[config.mk]
export PLATFORM = sky130hd
export DESIGN_NAME = chan_mux_rr
export DESIGN_NICKNAME = d
export VERILOG_FILES = /design/src/rtl/chan_mux_rr.sv
export SDC_FILE = /design/constraint.sdc
export NUM_CORES = 1
export LEC_CHECK = 0
export CAP_MARGIN = 20
export CORE_ASPECT_RATIO = 1.5
export CORE_UTILIZATION = 30
export CTS_CLUSTER_DIAMETER = 60
export DETAILED_ROUTE_END_ITERATION = 10
export GPL_TIMING_DRIVEN = 0
export PLACE_DENSITY_LB_ADDON = 0.08
export SYNTH_ARGS = -nofsm -noshare
export SYNTH_HDL_FRONTEND = slang
export SYNTH_SLANG_ARGS = --single-unit
[constraint.sdc]
create_clock -name clk -period 3.14 [get_ports clk]
set_clock_uncertainty 0.05 [all_clocks]
set_input_delay 0.942 -clock clk [delete_from_list [all_inputs] [get_ports clk]]
set_output_delay 0.942 -clock clk [all_outputs]
set_load 0.05 [all_outputs]
[src/rtl/chan_mux_rr.sv]
// chan_mux_rr: N-channel, W-bit registered multiplexer with valid/ready
// handshakes on every input channel and on the single output.
// A channel is chosen either by a manual select or by a round-robin scan
// that starts at a rotating pointer.
// Optional feature macro: MUX_PARITY_EN adds a registered out_parity output
// (even parity of out_data). Without the macro the port and logic are absent.
//
// Output register state
//   state | meaning
//   EMPTY | no word held, out_valid=0, register loads on any grant
//   FULL  | word held, out_valid=1, reloads only when out_ready=1
module chan_mux_rr #(
   parameter int WIDTH    = 8,
   parameter int CHANNELS = 4,
   localparam int SEL_W   = $clog2(CHANNELS)
) (
   input  logic                      clk,
   input  logic                      rst_n,
   input  logic                      mode,
   input  logic [SEL_W-1:0]          sel,
   input  logic [CHANNELS*WIDTH-1:0] in_data,
   input  logic [CHANNELS-1:0]       in_valid,
   output logic [CHANNELS-1:0]       in_ready,
   output logic [WIDTH-1:0]          out_data,
   output logic [SEL_W-1:0]          out_chan,
   output logic                      out_valid,
`ifdef MUX_PARITY_EN
   output logic                      out_parity,
`endif
   input  logic                      out_ready
);

   typedef enum logic {EMPTY = 1'b0, FULL = 1'b1} state_t;

   state_t           state;
   logic [SEL_W-1:0] ptr;
   logic             load_en;
   logic             man_valid;
   logic             rr_valid;
   logic [SEL_W-1:0] rr_grant;
   logic             grant_valid;
   logic [SEL_W-1:0] grant;
   logic [SEL_W-1:0] ptr_next;
   logic [WIDTH-1:0] grant_data;
   int               rr_idx;

   assign out_valid = (state == FULL);
   assign load_en   = !out_valid || out_ready;

   // Manual grant: sel must name an existing channel that has a word ready.
   always_comb begin
      man_valid = 1'b0;
      if (int'(sel) < CHANNELS) begin
         man_valid = in_valid[sel];
      end
   end

   // Round-robin grant: first valid channel scanning upward from ptr, wrapping.
   always_comb begin
      rr_valid = 1'b0;
      rr_grant = '0;
      rr_idx   = 0;
      for (int k = 0; k < CHANNELS; k++) begin
         rr_idx = int'(ptr) + k;
         if (rr_idx >= CHANNELS) begin
            rr_idx = rr_idx - CHANNELS;
         end
         if (!rr_valid && in_valid[rr_idx[SEL_W-1:0]]) begin
            rr_valid = 1'b1;
            rr_grant = rr_idx[SEL_W-1:0];
         end
      end
   end

   // Pick the active arbitration result and the word it points at.
   always_comb begin
      grant_valid = mode ? rr_valid : man_valid;
      grant       = mode ? rr_grant : sel;
      grant_data  = in_data[grant*WIDTH +: WIDTH];
      ptr_next    = (grant == SEL_W'(CHANNELS - 1)) ? '0 : grant + 1'b1;
   end

   // At most one ready bit, and none while reset is asserted.
   always_comb begin
      in_ready = '0;
      if (rst_n && load_en && grant_valid) begin
         in_ready[grant] = 1'b1;
      end
   end

   // Output register and round-robin pointer; held words stay untouched while stalled.
   always_ff @(posedge clk) begin
      if (!rst_n) begin
         state    <= EMPTY;
         out_data <= '0;
         out_chan <= '0;
         ptr      <= '0;
      end else if (load_en) begin
         if (grant_valid) begin
            state    <= FULL;
            out_data <= grant_data;
            out_chan <= grant;
            if (mode) begin
               ptr <= ptr_next;
            end
         end else begin
            state <= EMPTY;
         end
      end
   end

`ifdef MUX_PARITY_EN
   // Parity travels with the data word through the same register stage.
   always_ff @(posedge clk) begin
      if (!rst_n) begin
         out_parity <= 1'b0;
      end else if (load_en && grant_valid) begin
         out_parity <= ^grant_data;
      end
   end
`endif

endmodule

==> reports/results.txt, run 1 <==
Status - finished, violations left
Failing checks - negative setup slack
Avg Inst Size Synth - 9.13 sq um
Hold Startpoint - out_data[4]$_SDFFE_PN0P_
Drt first pass iters - 4
Crit path buf inv count - 2
Synthesized instance count - 104
Most used DFF post-synth - dfxtp_1
Layout filler cell count - 268
Row count - 24
Area occupied by multi-input gates - 747 sq um
CTS max path bufs - 2
Initial core utilization - 31.9%
Total wire length - 3.29 mm
WL per Instance - 15.5 microns
Register area - 260 sq um
Worst-path fanout max - 2
Crit end category - output pin
Vias - 1130
RR Endpoint - out_data[3]$_SDFFE_PN0P_
R2R Setup Slk - 910 ps
Clock slew at reported path FFs - 60 ps
Number of global-route vias before repair - 1155
First-pass GRT wire length - 5.08 mm
Reg2reg start - ptr[0]$_SDFFE_PN0P_
Post-CTS Hold Fix Bufs - 0
ANT cells - 0
Dpl cell area - 1610 sq um
Place WS - -1510 ps
Worst-skew pair later-pin latency - 240 ps
Max IR drop VDD - 288 uV
Period utilisation layout - 108%
Final ANT Viol Nets - 0
CP max-delay cell - or3b_4
Post-synthesis mux area share - 16.7%
Layout cells sized above 1 - 35.3%
Initial antenna violation count - 0
Top cell family by delay on the critical path - simple AND/OR/NAND/NOR gates
Mapped Area - 950 sq um
Final Hold Fails - 0
Vias/cell - 5.33
CP required - 2150 ps
Critical Path Start Type - primary input
Nets - 216
Post-route insts no fill - 212
Maxcap violations - 0
Setup CP Type - primary input to output pin
Iter 0 DRT Violations - 8
Synth Area in Simple Gates - 18.6%
H-tree levels - 1
Final setup violation count - 4
Hold EP - out_data[4]$_SDFFE_PN0P_
Critical path cell sequence - buf_6, mux4_2, a2bb2oi_2, nor2b_4, or3b_4, nor2_4, buf_8
Cell count after placement - 197
Post-route cell area - 1850 sq um
CTS Buf Count - 3
CTS Root Buffer Type - clkbuf_8
Maximum number of pins on one net before global-route repair - 11
Power per cell area - 395 nW/um^2
Core Region - 2970 sq um
Die Span X - 47.9 microns
Yosys reg bits - 13
Async set-reset flop share out of synthesis - 0%
Adder-Cell Fraction of Synth Area - 0%
Crit path DAT - 2410 ps
CTS Sinks - 13
Syn nets - 146
Slew of the pin with the lowest slew margin - 516 ps
Largest family of logic cells by synthesized area - compound AO/OA/AOI/OAI gates
IO Port Bufs - 54
Most frequent cells in the layout - clkdlybuf4s50_1 (44), dfxtp_1 (13), buf_4 (12)
Class of the worst hold path - register to register
Fin. max-slew vios - 0
TritonCTS clock tree - yes
Max incr delay on CP - 420 ps
Grt ovf - 0
RSZ-0062 raised after global routing - true
Slew Limit Headroom - 65.5%
Fraction of the mapped netlist area in compound gates - 28.3%
Leakage - 0.702 nW
Ports - 57
DP Wirelength - 2.35 mm
Number of synthesized flops with an enable pin - 0
Final worst slack - -265 ps
CP Launch Point - sel[0]
Post-synthesis sequential area ratio - 27.4%
Area growth syn-to-layout - 94.9%
Distinct cells, synth - 40
Xor and xnor area share after synthesis - 0%
Worst hold stages - 2
Syn. warnings - 0
Die H - 70.9 microns
Crit path time final - 3410 ps
Reg2Reg Depth - 7
Most common library cell in the layout ignoring fill and taps - clkdlybuf4s50_1
Drc violations - 0
Overall routing resource usage - 20.9%
RePlAce Congestion - 0.738
Max Clk Rate - 0.294 GHz
DIE AREA - 3400 sq um
[layout make-up]
type / instances / share of cell area (%)
Buffer: 7 / 4.19
Clock buffer: 4 / 2.43
Inverter: 5 / 1.01
Multi-Input combinational cell: 79 / 40.4
Sequential cell: 13 / 14.1
Tap cell: 39 / 2.64
Timing Repair Buffer: 65 / 35.3
[where the power goes]
part           total (mW)  leakage (nW)  switching, mW  internal, mW
logic               0.384         0.572          0.196         0.188
clock network       0.149        0.0228         0.0598        0.0896
registers           0.198         0.108         0.0122         0.186
[tightest hold or removal path: stages (launching register included)]
cell and delay (ps):
dfxtp_1 330, mux2i_1 70, nor2_1 70
[kinds of logic after synthesis]
| family | after synthesis |
|---|---|
| AO/OA/AOI/OAI | 37 |
| buffers and inverters | 12 |
| flip-flops | 13 |
| multiplexers | 11 |
| AND/OR/NAND/NOR | 31 |
[routing by layer]
metal | track usage (%) | vias up | part of all wire, %
li1 | - | 541 | -
met1 | 20.5 | 550 | 35
met2 | 39.9 | 33 | 60
met3 | 3.06 | 6 | 3.9
met4 | 7.41 | 0 | 1.3
met5 | 0 | - | 0
[stage by stage]
stage	setup TNS [ps]	total power, mW	hold slack, ps	util, %
2_1_floorplan	-385	0.415	465	-
3_3_place_gp	-5960	0.534	430	54.3
3_5_place_dp	-6440	0.538	440	54.3
4_1_cts	-982	0.730	460	61.3
5_1_grt	-1080	0.767	472	62.2
6_report	-856	0.732	452	62.2
[timing repair]
action | CTS | global route
endpoints found under the hold margin | 0 | 0
pin swaps | 9 | 2
gates resized for setup | 75 | 6
setup buffers | 9 | 2
endpoints found under the setup margin | 4 | 4
[worst max path at each step]
stage / slack [ps] / to / depth (start not counted)
after floorplan: -170 / in_ready[0] / 5
after global placement: -1490 / in_ready[1] / 7
after detailed placement: -1510 / in_ready[0] / 7
after CTS: -270 / in_ready[0] / 7
after global routing: -330 / in_ready[0] / 7
final: -270 / in_ready[0] / 7
[cell usage after synthesis (all sizes together), types with 2 or more instances]
cell,number,area share [%]
buf,5,5.1
o221ai,7,7.1
o21ai,4,2.1
clkbuf,2,1.8
a211oi,2,1.6
a21boi,2,2.0
o22ai,7,4.6
nor2b,2,1.6
mux2,6,7.1
nor3b,4,3.7
mux2i,2,2.1
a21oi,8,4.2
inv,5,2.0
mux4,3,7.5
nand2,4,1.6
nor2,13,5.1
dfxtp,13,27
[flip-flops by register name (all words and copies together), names as in the netlist]
name / cells
out_chan: 2
out_data: 8
out_valid: 1
ptr: 2
Note: power is estimated with default switching activity, not from simulation.
==> inputs of run 2 (changes only) <==
CORE_MARGIN = 2   (was default)
==> run 2 against run 1 <==
The run still ends with negative setup slack left. Cell count grew 1.9%. Critical endpoint unchanged. Critical path depth is the same. Utilization shrank 2.4 points. Sequential cell count is the same. Sequential share of layout area is essentially flat. Clock power is essentially flat. Final area grew 0.20%. Fmax grew 0.42%. Largest power group unchanged.
==> reports/results.txt, run 2 (same netlist as run 1, synthesis figures left out) <==
Most common library cell in the layout ignoring fill and taps - clkdlybuf4s50_1
RSZ-0062 raised after global routing - true
Row count - 25
Max Clk Rate - 0.295 GHz
Class of the worst hold path - register to register
Psw - 265 uW
Worst-skew pair later-pin latency - 240 ps
Vias/cell - 5.14
Crit end category - output pin
DP Wirelength - 2.30 mm
Cell count after placement - 198
Crit path buf inv count - 2
Core Region - 3100 sq um
Final worst slack - -251 ps
WL per Instance - 14.6 microns
R2R Setup Slk - 930 ps
Status - finished, violations left
Critical Path Start Type - primary input
TritonCTS clock tree - yes
CP required - 2150 ps
Flop pwr share - 27.3%
Final Hold Fails - 0
Reg2reg start - ptr[0]$_SDFFE_PN0P_
ANT cells - 0
RePlAce Congestion - 0.721
Drt first pass iters - 3
CTS Buf Count - 3
Failing checks - negative setup slack
Max incr delay on CP - 420 ps
Leakage - 0.709 nW
Post-route insts no fill - 216
CP max-delay cell - or3b_4
Area growth syn-to-layout - 95.3%
Hold EP - out_data[3]$_SDFFE_PN0P_
Comb pwr share - 52.3%
Fin. max-slew vios - 0
Clock power share - 20.4%
CTS Sinks - 13
Power per cell area - 393 nW/um^2
Net Sw Frac - 36.4%
Number of global-route vias before repair - 1093
Final setup violation count - 4
Crit path time final - 3390 ps
Top cell family by delay on the critical path - simple AND/OR/NAND/NOR gates
Critical path cell sequence - buf_6, mux4_2, a2bb2oi_2, nor2b_4, or3b_4, nor2_4, buf_8
Flip-flop count of the largest register after layout - 8
Crit path DAT - 2400 ps
Vias - 1111
Iter 0 DRT Violations - 17
Max IR drop VDD - 283 uV
Nets - 219
Top reg by flops - out_data
Worst hold stages - 2
CTS max path bufs - 2
Slew Limit Headroom - 64.6%
Internal power - 464 uW
Hold Startpoint - out_data[3]$_SDFFE_PN0P_
CTS Root Buffer Type - clkbuf_8
Ports - 57
Initial antenna violation count - 0
Worst-path fanout max - 4
IO Port Bufs - 54
Maxcap violations - 0
H-tree levels - 1
Setup CP Type - primary input to output pin
Die Span X - 49.9 microns
Die H - 72.9 microns
Total wire length - 3.16 mm
DIE AREA - 3640 sq um
Place WS - -1520 ps
Final ANT Viol Nets - 0
Maximum number of pins on one net before global-route repair - 11
Reg2Reg Depth - 7
First-pass GRT wire length - 4.96 mm
Initial core utilization - 30.7%
Layout cells sized above 1 - 35.8%
Grt ovf - 0
Drc violations - 0
Period utilisation layout - 108%
Clock slew at reported path FFs - 50 ps
Most frequent cells in the layout - clkdlybuf4s50_1 (44), buf_4 (16), dfxtp_1 (13)
RR Endpoint - out_data[4]$_SDFFE_PN0P_
Regs by FF count - out_data (8), out_chan (2), ptr (2)
Overall routing resource usage - 17.6%
Slew of the pin with the lowest slew margin - 529 ps
## run 2: power by group through the flow
stage	clock (mW)	combinational, mW	sequential, mW
finish	0.149	0.381	0.199
CTS	0.153	0.373	0.199
detailed placement	0	0.335	0.202
global route	0.160	0.404	0.201
global placement	0	0.331	0.201
floorplan	0	0.151	0.264
## run 2: metal layers
layer	track usage, %	vias to the layer above	wire [microns]
li1	-	550	-
met1	18.7	529	1160
met2	33.3	30	1810
met3	3.89	2	157
met4	6.48	0	25
met5	0	-	0
## run 2: layout make-up
class / count / area (sq um)
Timing Repair Buffer: 69 / 682
Multi-Input combinational cell: 79 / 736
Inverter: 5 / 18.8
Fill cell: 278 / 1240
Buffer: 6 / 62.6
Clock buffer: 4 / 45.0
Tap cell: 40 / 50.0
Sequential cell: 13 / 260
## run 2: worst min-delay path, delay by kind of cell, from the launching register on
| family | cells | cell delay (ps) |
|---|---|---|
| flops | 1 | 320 |
| simple gates | 1 | 70 |
| mux | 1 | 60 |
## run 2: per-stage QoR
| step | power [mW] | util, % | area [sq um] | setup TNS (ps) | hold slack (ps) |
|---|---|---|---|---|---|
| global placement | 0.532 | 52.1 | 1610 | -6070 | 431 |
| CTS | 0.725 | 58.5 | 1810 | -856 | 450 |
| detailed placement | 0.537 | 52.1 | 1610 | -6370 | 436 |
| finish | 0.729 | 59.9 | 1850 | -738 | 445 |
| global route | 0.765 | 59.9 | 1850 | -964 | 485 |
| floorplan | 0.415 | - | 1020 | -385 | 465 |
## run 2: repair_timing
action	CTS	global route
setup buffers	13	2
setup endpoints to repair	4	4
hold endpoints to repair	0	0
pin swaps	6	1
resized for setup	68	12
hold buffers	0	0
cloned	0	0
## run 2: worst max path at each step
| stage | start | endpoint | slack, ps | cells after the start |
|---|---|---|---|---|
| 2_1_floorplan | sel[0] | in_ready[0] | -170 | 5 |
| 3_3_place_gp | in_valid[0] | in_ready[1] | -1490 | 7 |
| 3_5_place_dp | in_valid[0] | in_ready[1] | -1520 | 7 |
| 4_1_cts | sel[0] | in_ready[0] | -270 | 7 |
| 5_1_grt | sel[0] | in_ready[0] | -320 | 7 |
| 6_report | sel[0] | in_ready[0] | -250 | 7 |
